[src/rtl/ex_pkg.sv]
// Shared definitions for the execute stage: ALU op encoding and the
// mul/div FSM state type.
package ex_pkg;

    localparam logic [4:0] OpAdd    = 5'd0;
    localparam logic [4:0] OpSub    = 5'd1;
    localparam logic [4:0] OpSll    = 5'd2;
    localparam logic [4:0] OpSlt    = 5'd3;
    localparam logic [4:0] OpSltu   = 5'd4;
    localparam logic [4:0] OpXor    = 5'd5;
    localparam logic [4:0] OpSrl    = 5'd6;
    localparam logic [4:0] OpSra    = 5'd7;
    localparam logic [4:0] OpOr     = 5'd8;
    localparam logic [4:0] OpAnd    = 5'd9;
    localparam logic [4:0] OpPassB  = 5'd10;
    localparam logic [4:0] OpMul    = 5'd16;
    localparam logic [4:0] OpMulh   = 5'd17;
    localparam logic [4:0] OpMulhsu = 5'd18;
    localparam logic [4:0] OpMulhu  = 5'd19;
    localparam logic [4:0] OpDiv    = 5'd20;
    localparam logic [4:0] OpDivu   = 5'd21;
    localparam logic [4:0] OpRem    = 5'd22;
    localparam logic [4:0] OpRemu   = 5'd23;

    typedef enum logic [1:0] {StIdle, StBusy, StDone} md_state_t;

    // Every op code with bit 4 set is routed to the iterative unit.
    function automatic logic is_muldiv(logic [4:0] op);
        return op[4];
    endfunction

endpackage

[src/rtl/ex_stage_if.sv]
// ID/EX inputs, WB forwarding inputs and EX/MEM outputs of the execute stage.
interface ex_stage_if;
    logic [31:0] ex_rs1_data;
    logic [31:0] ex_rs2_data;
    logic [4:0]  ex_alu_op;
    logic [4:0]  ex_rd;
    logic [4:0]  ex_rs1;
    logic [4:0]  ex_rs2;
    logic        ex_reg_write;
    logic        ex_alu_use_rs2;
    logic [31:0] ex_immediate;
    logic        ex_mem_write;
    logic        ex_mem_read;
    logic [2:0]  ex_mem_op_length;
    logic [4:0]  wb_rd;
    logic        wb_reg_write;
    logic [31:0] wb_data;
    logic [31:0] mem_alu_result;
    logic [31:0] mem_rs2_data;
    logic [4:0]  mem_rd;
    logic        mem_reg_write;
    logic        mem_mem_write;
    logic        mem_mem_read;
    logic [2:0]  mem_mem_op_length;
    logic        ex_stall;

    modport master (
        output ex_rs1_data, ex_rs2_data, ex_alu_op, ex_rd, ex_rs1, ex_rs2, ex_reg_write,
               ex_alu_use_rs2, ex_immediate, ex_mem_write, ex_mem_read, ex_mem_op_length,
               wb_rd, wb_reg_write, wb_data,
        input  mem_alu_result, mem_rs2_data, mem_rd, mem_reg_write, mem_mem_write,
               mem_mem_read, mem_mem_op_length, ex_stall
    );

    modport slave (
        input  ex_rs1_data, ex_rs2_data, ex_alu_op, ex_rd, ex_rs1, ex_rs2, ex_reg_write,
               ex_alu_use_rs2, ex_immediate, ex_mem_write, ex_mem_read, ex_mem_op_length,
               wb_rd, wb_reg_write, wb_data,
        output mem_alu_result, mem_rs2_data, mem_rd, mem_reg_write, mem_mem_write,
               mem_mem_read, mem_mem_op_length, ex_stall
    );
endinterface

[src/rtl/ex_muldiv_unit.sv]
// Iterative RV32M unit: shift-add multiply / restoring divide on operand
// magnitudes, sign fixed up from the latched operand signs in DONE.
module ex_muldiv_unit
    import ex_pkg::*;
#(
    parameter int unsigned MULDIV_ITERS = 32
) (
    input  logic        clock,
    input  logic        reset_n,
    input  logic        start,
    input  logic [4:0]  op,
    input  logic [31:0] a,
    input  logic [31:0] b,
    output logic        busy,
    output logic        done,
    output logic [31:0] result
);
    localparam int unsigned CntW = $clog2(MULDIV_ITERS + 1);

    md_state_t       state_q;
    logic [CntW-1:0] count_q;
    logic [4:0]      op_q;
    logic            neg_res_q, neg_rem_q, div_zero_q;
    logic [31:0]     dividend_q, divisor_q, rem_q;
    logic [31:0]     shreg_q;  // multiplier for mul, dividend/quotient for div
    logic [63:0]     prod_q, mcand_q;

    logic        a_signed, b_signed, a_neg, b_neg;
    logic [31:0] a_mag, b_mag;
    logic [32:0] rem_shift, diff;
    logic [63:0] prod_fix;
    logic [31:0] quot_fix, rem_fix;

    // Operand signedness from op bits: mul ops sign-extend by op[1:0], div ops by op[0].
    always_comb begin
        a_signed  = op[2] ? ~op[0] : (op[1:0] != 2'b11);
        b_signed  = op[2] ? ~op[0] : ~op[1];
        a_neg     = a_signed & a[31];
        b_neg     = b_signed & b[31];
        a_mag     = a_neg ? -a : a;
        b_mag     = b_neg ? -b : b;
        rem_shift = {rem_q, shreg_q[31]};
        diff      = rem_shift - {1'b0, divisor_q};
    end

    // Result selection with sign fix-up; undefined M codes yield zero.
    always_comb begin
        prod_fix = neg_res_q ? -prod_q : prod_q;
        quot_fix = neg_res_q ? -shreg_q : shreg_q;
        rem_fix  = neg_rem_q ? -rem_q : rem_q;
        result   = '0;
        if (op_q[4:3] == 2'b10) begin
            if (!op_q[2]) begin
                result = (op_q[1:0] == 2'b00) ? prod_fix[31:0] : prod_fix[63:32];
            end else if (div_zero_q) begin
                result = op_q[1] ? dividend_q : '1;
            end else begin
                result = op_q[1] ? rem_fix : quot_fix;
            end
        end
    end

    assign busy = (state_q == StIdle && start) || state_q == StBusy;
    assign done = state_q == StDone;

    // FSM plus operand latches and one mul/div step per BUSY cycle.
    always_ff @(posedge clock) begin
        if (!reset_n) begin
            state_q <= StIdle;
            count_q <= '0;
        end else begin
            unique case (state_q)
                StIdle: begin
                    if (start) begin
                        state_q    <= StBusy;
                        count_q    <= '0;
                        op_q       <= op;
                        neg_res_q  <= a_neg ^ b_neg;
                        neg_rem_q  <= a_neg;
                        div_zero_q <= (b == 32'd0);
                        dividend_q <= a;
                        divisor_q  <= b_mag;
                        rem_q      <= '0;
                        prod_q     <= '0;
                        mcand_q    <= {32'd0, a_mag};
                        shreg_q    <= op[2] ? a_mag : b_mag;
                    end
                end
                StBusy: begin
                    if (op_q[2]) begin
                        if (!diff[32]) begin
                            rem_q   <= diff[31:0];
                            shreg_q <= {shreg_q[30:0], 1'b1};
                        end else begin
                            rem_q   <= rem_shift[31:0];
                            shreg_q <= {shreg_q[30:0], 1'b0};
                        end
                    end else begin
                        if (shreg_q[0]) prod_q <= prod_q + mcand_q;
                        mcand_q <= mcand_q << 1;
                        shreg_q <= shreg_q >> 1;
                    end
                    count_q <= count_q + CntW'(1);
                    if (count_q == CntW'(MULDIV_ITERS - 1)) state_q <= StDone;
                end
                StDone:  state_q <= StIdle;
                default: state_q <= StIdle;
            endcase
        end
    end

endmodule

[src/rtl/ex_stage.sv]
// Execute stage: operand forwarding, single-cycle ALU, iterative mul/div
// and the EX/MEM pipeline register.
module ex_stage
    import ex_pkg::*;
#(
    parameter int unsigned XLEN         = 32,
    parameter int unsigned MULDIV_ITERS = 32
) (
    input  logic     clock,
    input  logic     reset_n,
    ex_stage_if.slave bus
);
    logic [XLEN-1:0] fwd_rs1, fwd_rs2, op_b, alu_result, md_result;
    logic [4:0]      shamt;
    logic            md_busy, md_done;

    // Forward from EX/MEM first, then WB, else the ID/EX value; x0 never forwards.
    always_comb begin
        fwd_rs1 = bus.ex_rs1_data;
        if (bus.mem_reg_write && bus.mem_rd == bus.ex_rs1 && bus.ex_rs1 != 5'd0) begin
            fwd_rs1 = bus.mem_alu_result;
        end else if (bus.wb_reg_write && bus.wb_rd == bus.ex_rs1 && bus.ex_rs1 != 5'd0) begin
            fwd_rs1 = bus.wb_data;
        end
        fwd_rs2 = bus.ex_rs2_data;
        if (bus.mem_reg_write && bus.mem_rd == bus.ex_rs2 && bus.ex_rs2 != 5'd0) begin
            fwd_rs2 = bus.mem_alu_result;
        end else if (bus.wb_reg_write && bus.wb_rd == bus.ex_rs2 && bus.ex_rs2 != 5'd0) begin
            fwd_rs2 = bus.wb_data;
        end
    end

    // Single-cycle ALU on the forwarded A and selected B operand.
    always_comb begin
        op_b       = bus.ex_alu_use_rs2 ? fwd_rs2 : bus.ex_immediate;
        shamt      = op_b[4:0];
        alu_result = '0;
        case (bus.ex_alu_op)
            OpAdd:   alu_result = fwd_rs1 + op_b;
            OpSub:   alu_result = fwd_rs1 - op_b;
            OpSll:   alu_result = fwd_rs1 << shamt;
            OpSlt:   alu_result = {{(XLEN-1){1'b0}}, $signed(fwd_rs1) < $signed(op_b)};
            OpSltu:  alu_result = {{(XLEN-1){1'b0}}, fwd_rs1 < op_b};
            OpXor:   alu_result = fwd_rs1 ^ op_b;
            OpSrl:   alu_result = fwd_rs1 >> shamt;
            OpSra:   alu_result = $signed(fwd_rs1) >>> shamt;
            OpOr:    alu_result = fwd_rs1 | op_b;
            OpAnd:   alu_result = fwd_rs1 & op_b;
            OpPassB: alu_result = op_b;
            default: alu_result = '0;
        endcase
    end

    ex_muldiv_unit #(
        .MULDIV_ITERS(MULDIV_ITERS)
    ) u_muldiv (
        .clock  (clock),
        .reset_n(reset_n),
        .start  (is_muldiv(bus.ex_alu_op)),
        .op     (bus.ex_alu_op),
        .a      (fwd_rs1),
        .b      (op_b),
        .busy   (md_busy),
        .done   (md_done),
        .result (md_result)
    );

    assign bus.ex_stall = md_busy;

    // EX/MEM register; while stalled the slot becomes a bubble and data fields hold.
    always_ff @(posedge clock) begin
        if (!reset_n) begin
            bus.mem_alu_result    <= '0;
            bus.mem_rs2_data      <= '0;
            bus.mem_rd            <= '0;
            bus.mem_reg_write     <= 1'b0;
            bus.mem_mem_write     <= 1'b0;
            bus.mem_mem_read      <= 1'b0;
            bus.mem_mem_op_length <= '0;
        end else if (md_busy) begin
            bus.mem_reg_write <= 1'b0;
            bus.mem_mem_write <= 1'b0;
            bus.mem_mem_read  <= 1'b0;
        end else begin
            bus.mem_alu_result    <= md_done ? md_result : alu_result;
            bus.mem_rs2_data      <= fwd_rs2;
            bus.mem_rd            <= bus.ex_rd;
            bus.mem_reg_write     <= bus.ex_reg_write;
            bus.mem_mem_write     <= bus.ex_mem_write;
            bus.mem_mem_read      <= bus.ex_mem_read;
            bus.mem_mem_op_length <= bus.ex_mem_op_length;
        end
    end

endmodule

[src/flat_wrapper.sv]
// flat-port wrapper written by rule: the top's interface ports become plain ports
module ex_stage_flat import ex_pkg::*;
#(
    parameter int unsigned XLEN         = 32,
    parameter int unsigned MULDIV_ITERS = 32
)
  (clock, reset_n, bus_ex_rs1_data, bus_ex_rs2_data, bus_ex_alu_op, bus_ex_rd, bus_ex_rs1, bus_ex_rs2, bus_ex_reg_write, bus_ex_alu_use_rs2, bus_ex_immediate, bus_ex_mem_write, bus_ex_mem_read, bus_ex_mem_op_length, bus_wb_rd, bus_wb_reg_write, bus_wb_data, bus_mem_alu_result, bus_mem_rs2_data, bus_mem_rd, bus_mem_reg_write, bus_mem_mem_write, bus_mem_mem_read, bus_mem_mem_op_length, bus_ex_stall);
  ex_stage_if bus_i ();
  input  logic clock;
  input  logic reset_n;
  input wire logic [$bits(bus_i.ex_rs1_data)-1:0] bus_ex_rs1_data;
  input wire logic [$bits(bus_i.ex_rs2_data)-1:0] bus_ex_rs2_data;
  input wire logic [$bits(bus_i.ex_alu_op)-1:0] bus_ex_alu_op;
  input wire logic [$bits(bus_i.ex_rd)-1:0] bus_ex_rd;
  input wire logic [$bits(bus_i.ex_rs1)-1:0] bus_ex_rs1;
  input wire logic [$bits(bus_i.ex_rs2)-1:0] bus_ex_rs2;
  input wire logic [$bits(bus_i.ex_reg_write)-1:0] bus_ex_reg_write;
  input wire logic [$bits(bus_i.ex_alu_use_rs2)-1:0] bus_ex_alu_use_rs2;
  input wire logic [$bits(bus_i.ex_immediate)-1:0] bus_ex_immediate;
  input wire logic [$bits(bus_i.ex_mem_write)-1:0] bus_ex_mem_write;
  input wire logic [$bits(bus_i.ex_mem_read)-1:0] bus_ex_mem_read;
  input wire logic [$bits(bus_i.ex_mem_op_length)-1:0] bus_ex_mem_op_length;
  input wire logic [$bits(bus_i.wb_rd)-1:0] bus_wb_rd;
  input wire logic [$bits(bus_i.wb_reg_write)-1:0] bus_wb_reg_write;
  input wire logic [$bits(bus_i.wb_data)-1:0] bus_wb_data;
  output wire logic [$bits(bus_i.mem_alu_result)-1:0] bus_mem_alu_result;
  output wire logic [$bits(bus_i.mem_rs2_data)-1:0] bus_mem_rs2_data;
  output wire logic [$bits(bus_i.mem_rd)-1:0] bus_mem_rd;
  output wire logic [$bits(bus_i.mem_reg_write)-1:0] bus_mem_reg_write;
  output wire logic [$bits(bus_i.mem_mem_write)-1:0] bus_mem_mem_write;
  output wire logic [$bits(bus_i.mem_mem_read)-1:0] bus_mem_mem_read;
  output wire logic [$bits(bus_i.mem_mem_op_length)-1:0] bus_mem_mem_op_length;
  output wire logic [$bits(bus_i.ex_stall)-1:0] bus_ex_stall;
  assign bus_i.ex_rs1_data = bus_ex_rs1_data;
  assign bus_i.ex_rs2_data = bus_ex_rs2_data;
  assign bus_i.ex_alu_op = bus_ex_alu_op;
  assign bus_i.ex_rd = bus_ex_rd;
  assign bus_i.ex_rs1 = bus_ex_rs1;
  assign bus_i.ex_rs2 = bus_ex_rs2;
  assign bus_i.ex_reg_write = bus_ex_reg_write;
  assign bus_i.ex_alu_use_rs2 = bus_ex_alu_use_rs2;
  assign bus_i.ex_immediate = bus_ex_immediate;
  assign bus_i.ex_mem_write = bus_ex_mem_write;
  assign bus_i.ex_mem_read = bus_ex_mem_read;
  assign bus_i.ex_mem_op_length = bus_ex_mem_op_length;
  assign bus_i.wb_rd = bus_wb_rd;
  assign bus_i.wb_reg_write = bus_wb_reg_write;
  assign bus_i.wb_data = bus_wb_data;
  assign bus_mem_alu_result = bus_i.mem_alu_result;
  assign bus_mem_rs2_data = bus_i.mem_rs2_data;
  assign bus_mem_rd = bus_i.mem_rd;
  assign bus_mem_reg_write = bus_i.mem_reg_write;
  assign bus_mem_mem_write = bus_i.mem_mem_write;
  assign bus_mem_mem_read = bus_i.mem_mem_read;
  assign bus_mem_mem_op_length = bus_i.mem_mem_op_length;
  assign bus_ex_stall = bus_i.ex_stall;
  ex_stage #(.XLEN(XLEN), .MULDIV_ITERS(MULDIV_ITERS)) u_core (.clock(clock), .reset_n(reset_n), .bus(bus_i));
endmodule
[config.mk]
export PLATFORM = sky130hd
export DESIGN_NAME = ex_stage_flat
export DESIGN_NICKNAME = d
export VERILOG_FILES = /design/src/rtl/ex_pkg.sv /design/src/rtl/ex_stage_if.sv /design/src/rtl/ex_muldiv_unit.sv /design/src/rtl/ex_stage.sv /design/src/flat_wrapper.sv
export SDC_FILE = /design/constraint.sdc
export NUM_CORES = 2
export LEC_CHECK = 0
export ABC_AREA = 1
export CAP_MARGIN = 20
export CORE_MARGIN = 3
export CORE_UTILIZATION = 45
export CTS_BUF_LIST = sky130_fd_sc_hd__clkbuf_8
export CTS_CLUSTER_DIAMETER = 80
export DETAILED_ROUTE_END_ITERATION = 12
export SLEW_MARGIN = 10
export SYNTH_ARGS = -nofsm -noshare
export SYNTH_HDL_FRONTEND = slang
export SYNTH_SLANG_ARGS = --single-unit
[constraint.sdc]
create_clock -name clock -period 7.6 [get_ports clock]
set_input_delay 0.76 -clock clock [delete_from_list [all_inputs] [get_ports clock]]
set_output_delay 0.76 -clock clock [all_outputs]
set_load 0.1 [all_outputs]
==> results.md <==
- Outcome: finished clean
- Worst VDD drop: 171 uV
- Class of the worst hold path: flop to flop
- Vias in the first global route: 43300
- Syn Inst Count: 5971
- First-pass DRT Iterations: 9
- Vias: 46200
- Met1 Usage GRT: 0.552
- Antenna Nets Post-Route: 0
- Starting density of the core: 0.455
- Register area: 9560 um2
- Worst R2R Setup Slack: 1670 ps
- Slowest CP cell: nor3_1
- EDFF count, synth: 263
- Post-CTS setup buffers: 0
- Area occupied by multi-input gates: 24200 um2
- Gr usage total: 0.493
- Num CTS Buffers: 72
- Die Y: 294 um
- Share of layout cells above drive strength 1: 0.0672
- First-pass GRT wire length: 307000 um
- CTS resizes: 0
- Met2 usage: 0.749
- CTS tree: done
- Final wirelength: 219000 um
- Final Skew: 52.2 ps
- CP dominant cell by count: nand2_1
- Syn Area/Cell: 6.27 um2
- Yosys reg bits: 346
- Met3 Resource Use GR: 0.157
- Fin Setup TNS: 0 ps
- Area of the die: 86700 um2
- Core area: 82200 um2
- Worst-path clk slew: 60 ps
- Largest net degree at the start of global routing: 72
- Placed Cells: 7159
- Area growth syn-to-layout: 13.6%
- Main area contributors after synthesis: edfxtp_1 (21%), nand2_1 (15%), nand3_1 (7.8%)
- FFs w/ async S/R, synth: 0
- Worst rel slew slack: 0.0493
- PwrDens: 188 nW/um2
- Crit path required time: 8260 ps
- Mapped cell area: 37400 um2
- IO Count: 239
- RSZ-0062 raised after global routing: no
- Syn_nets: 6340
- Top Usage Layer GRT: met2
- Main synth FF type: edfxtp_1
- Final setup fails: 0
- DR DRC count: 0
- Max cap viols: 0
- FILL cells: 8536
- LEAKAGE: 19.0 nW
- Clk_lat worst skew: 770 ps
- Grt ovf: 0
- Initial DRC Count: 6341
- Worst-path fanout max: 36
- Initial antenna violation count: 20
- CTS max path bufs: 3
- Drt wl/cell: 30.0 um
- Hold_buf cts: 0
- CTS Sinks: 346
- Area leader, netlist: edfxtp_1
- Actual slew at the worst max-slew pin: 1410 ps
- Root buffer cell: clkbuf_8
- Critical Path AT: 6730 ps
- Fin crit share: 0.799
- H-tree depth: 3
- Ys Warns: 0
- Die X: 294 um
- Placer Congestion: 1.15
- Share of the synthesized area in the top cell type: 0.211
- Slew Limit Fails: 0
- Critical path type: input port to flop
- Final nets: 6534
- Fin cells: 7309
- IO Port Bufs: 238
- Synth cell types: 71
- Share of the yosys chip area belonging to registers: 0.255
- Max Clock Freq: 165 MHz
- Rows: 105
- Final Hold Fails: 0
- Via/cell ratio: 6.32
- Dpl hpwl: 173000 um
- Startpoint class of the critical path: input port
- Worst stage delay on the critical path: 790 ps
- Hold Slack: 472 ps
- Nature of the critical path endpoint: flop
- Minimum clock period: 6070 ps
[flip-flops by register name, indices dropped and copies added (netlist names), 2 cells and up]
| signal | cells |
|---|---|
| u_core.bus.mem_alu_result | 32 |
| u_core.bus.mem_mem_op_length | 3 |
| u_core.bus.mem_rd | 5 |
| u_core.bus.mem_rs2_data | 32 |
| u_core.u_muldiv.count_q | 6 |
| u_core.u_muldiv.dividend_q | 32 |
| u_core.u_muldiv.divisor_q | 32 |
| u_core.u_muldiv.mcand_q | 64 |
| u_core.u_muldiv.op_q | 4 |
| u_core.u_muldiv.prod_q | 64 |
| u_core.u_muldiv.rem_q | 32 |
| u_core.u_muldiv.shreg_q | 32 |
| u_core.u_muldiv.state_q | 2 |
[kinds of logic (layout without fill, tap and decap cells)]
| logic type | count (synthesis) | after routing | share of synthesized area |
|---|---|---|---|
| AO/OA/AOI/OAI | 1413 | 1413 | 0.213 |
| XOR/XNOR | 94 | 94 | 0.0222 |
| adder cells (fa/ha/maj) | 206 | 206 | 0.0694 |
| buffers and inverters | 949 | 1201 | 0.100 |
| flip-flops | 346 | 346 | 0.255 |
| multiplexers | 2 | 2 | 0.000535 |
| other | 0 | 16 | 0 |
| AND/OR/NAND/NOR | 2961 | 2961 | 0.340 |
[placed cells by master (no fill, tap or decap), drive strengths merged, types with 32 or more instances in the layout]
| master | n |
|---|---|
| a21oi | 541 |
| a31oi | 39 |
| buf | 110 |
| clkbuf | 78 |
| clkdlybuf4s50 | 238 |
| clkinv | 32 |
| dfxtp | 83 |
| edfxtp | 263 |
| ha | 203 |
| inv | 736 |
| nand2 | 1490 |
| nand3 | 601 |
| nand4 | 55 |
| nor2 | 616 |
| nor3 | 91 |
| nor4 | 35 |
| o21a | 46 |
| o21ai | 593 |
| or2 | 37 |
| xor2 | 73 |
[Yosys cell counts (all sizes together), types with 3 or more instances]
cell type,count
a2111oi,3
a211oi,10
a21boi,12
a21o,9
a21oi,541
a221oi,15
a22o,3
a22oi,20
a31oi,39
a32o,5
a41oi,3
and2,7
and3,5
buf,96
clkbuf,132
clkinv,8
dfxtp,83
edfxtp,263
fa,3
ha,203
inv,713
nand2,1490
nand3,601
nand3b,18
nand4,55
nor2,616
nor3,91
nor3b,5
nor4,35
o2111ai,6
o211a,3
o211ai,29
o21a,46
o21ai,593
o21bai,20
o221ai,16
o22ai,17
o31ai,15
o41ai,3
or2,37
xnor2,21
xor2,73
[layout make-up]
type                       instances  share of cell area
multi-input combinational       4676               0.569
clock buffer                      78              0.0252
clock inverter                    54             0.00961
inverter                         721              0.0637
timing repair buffer             348              0.0759
antenna                           16            0.000941
sequential                       346               0.225
tap                             1070              0.0315
[critical path, delay by kind of cell]
family / cells / cell delay [ps]
simple gates: 20 / 3100
buf+inv: 7 / 1440
compound gates: 3 / 950
fa+ha+maj: 1 / 460
[metal layers]
metal  wire length (um)  part of all wire
met4              24600              0.11
met2              92500              0.42
met1              75800              0.35
met3              26300              0.12
met5                 36           0.00016
[worst paths after layout]
| path | end | depth (start not counted) | from |
|---|---|---|---|
| max | u_core.bus.mem_alu_result[27]$_SDFFE_PN0N_ | 31 | bus_wb_rd[1] |
| min | u_core.bus.mem_rs2_data[28]$_SDFFE_PN0N_ | 2 | u_core.bus.mem_rs2_data[28]$_SDFFE_PN0N_ |
| max reg2reg | u_core.bus.mem_alu_result[27]$_SDFFE_PN0N_ | 26 | u_core.bus.mem_rd[0]$_SDFFE_PN0N_ |
| min reg2reg | u_core.bus.mem_rs2_data[28]$_SDFFE_PN0N_ | 2 | u_core.bus.mem_rs2_data[28]$_SDFFE_PN0N_ |
[power by group]
part	internal [mW]	leakage [nW]	total, mW	switching [mW]
Combinational	0.880	15.0	3.38	2.50
Clock	1.13	0.823	2.19	1.06
Sequential	2.23	3.18	2.44	0.210
Total	4.24	19.0	8.01	3.77
[stage by stage]
stage / setup slack (ps) / total power [mW] / cell area (um2) / util
after floorplan: 1320 / 4.35 / 37400 / -
after global placement: 986 / 5.66 / 41000 / 0.499
after detailed placement: 1060 / 5.66 / 41000 / 0.499
after CTS: 1820 / 7.82 / 42500 / 0.517
after global routing: 1340 / 8.26 / 42500 / 0.517
final: 1530 / 8.01 / 42600 / 0.517
No activity file was read; power rests on OpenSTA's default activity.
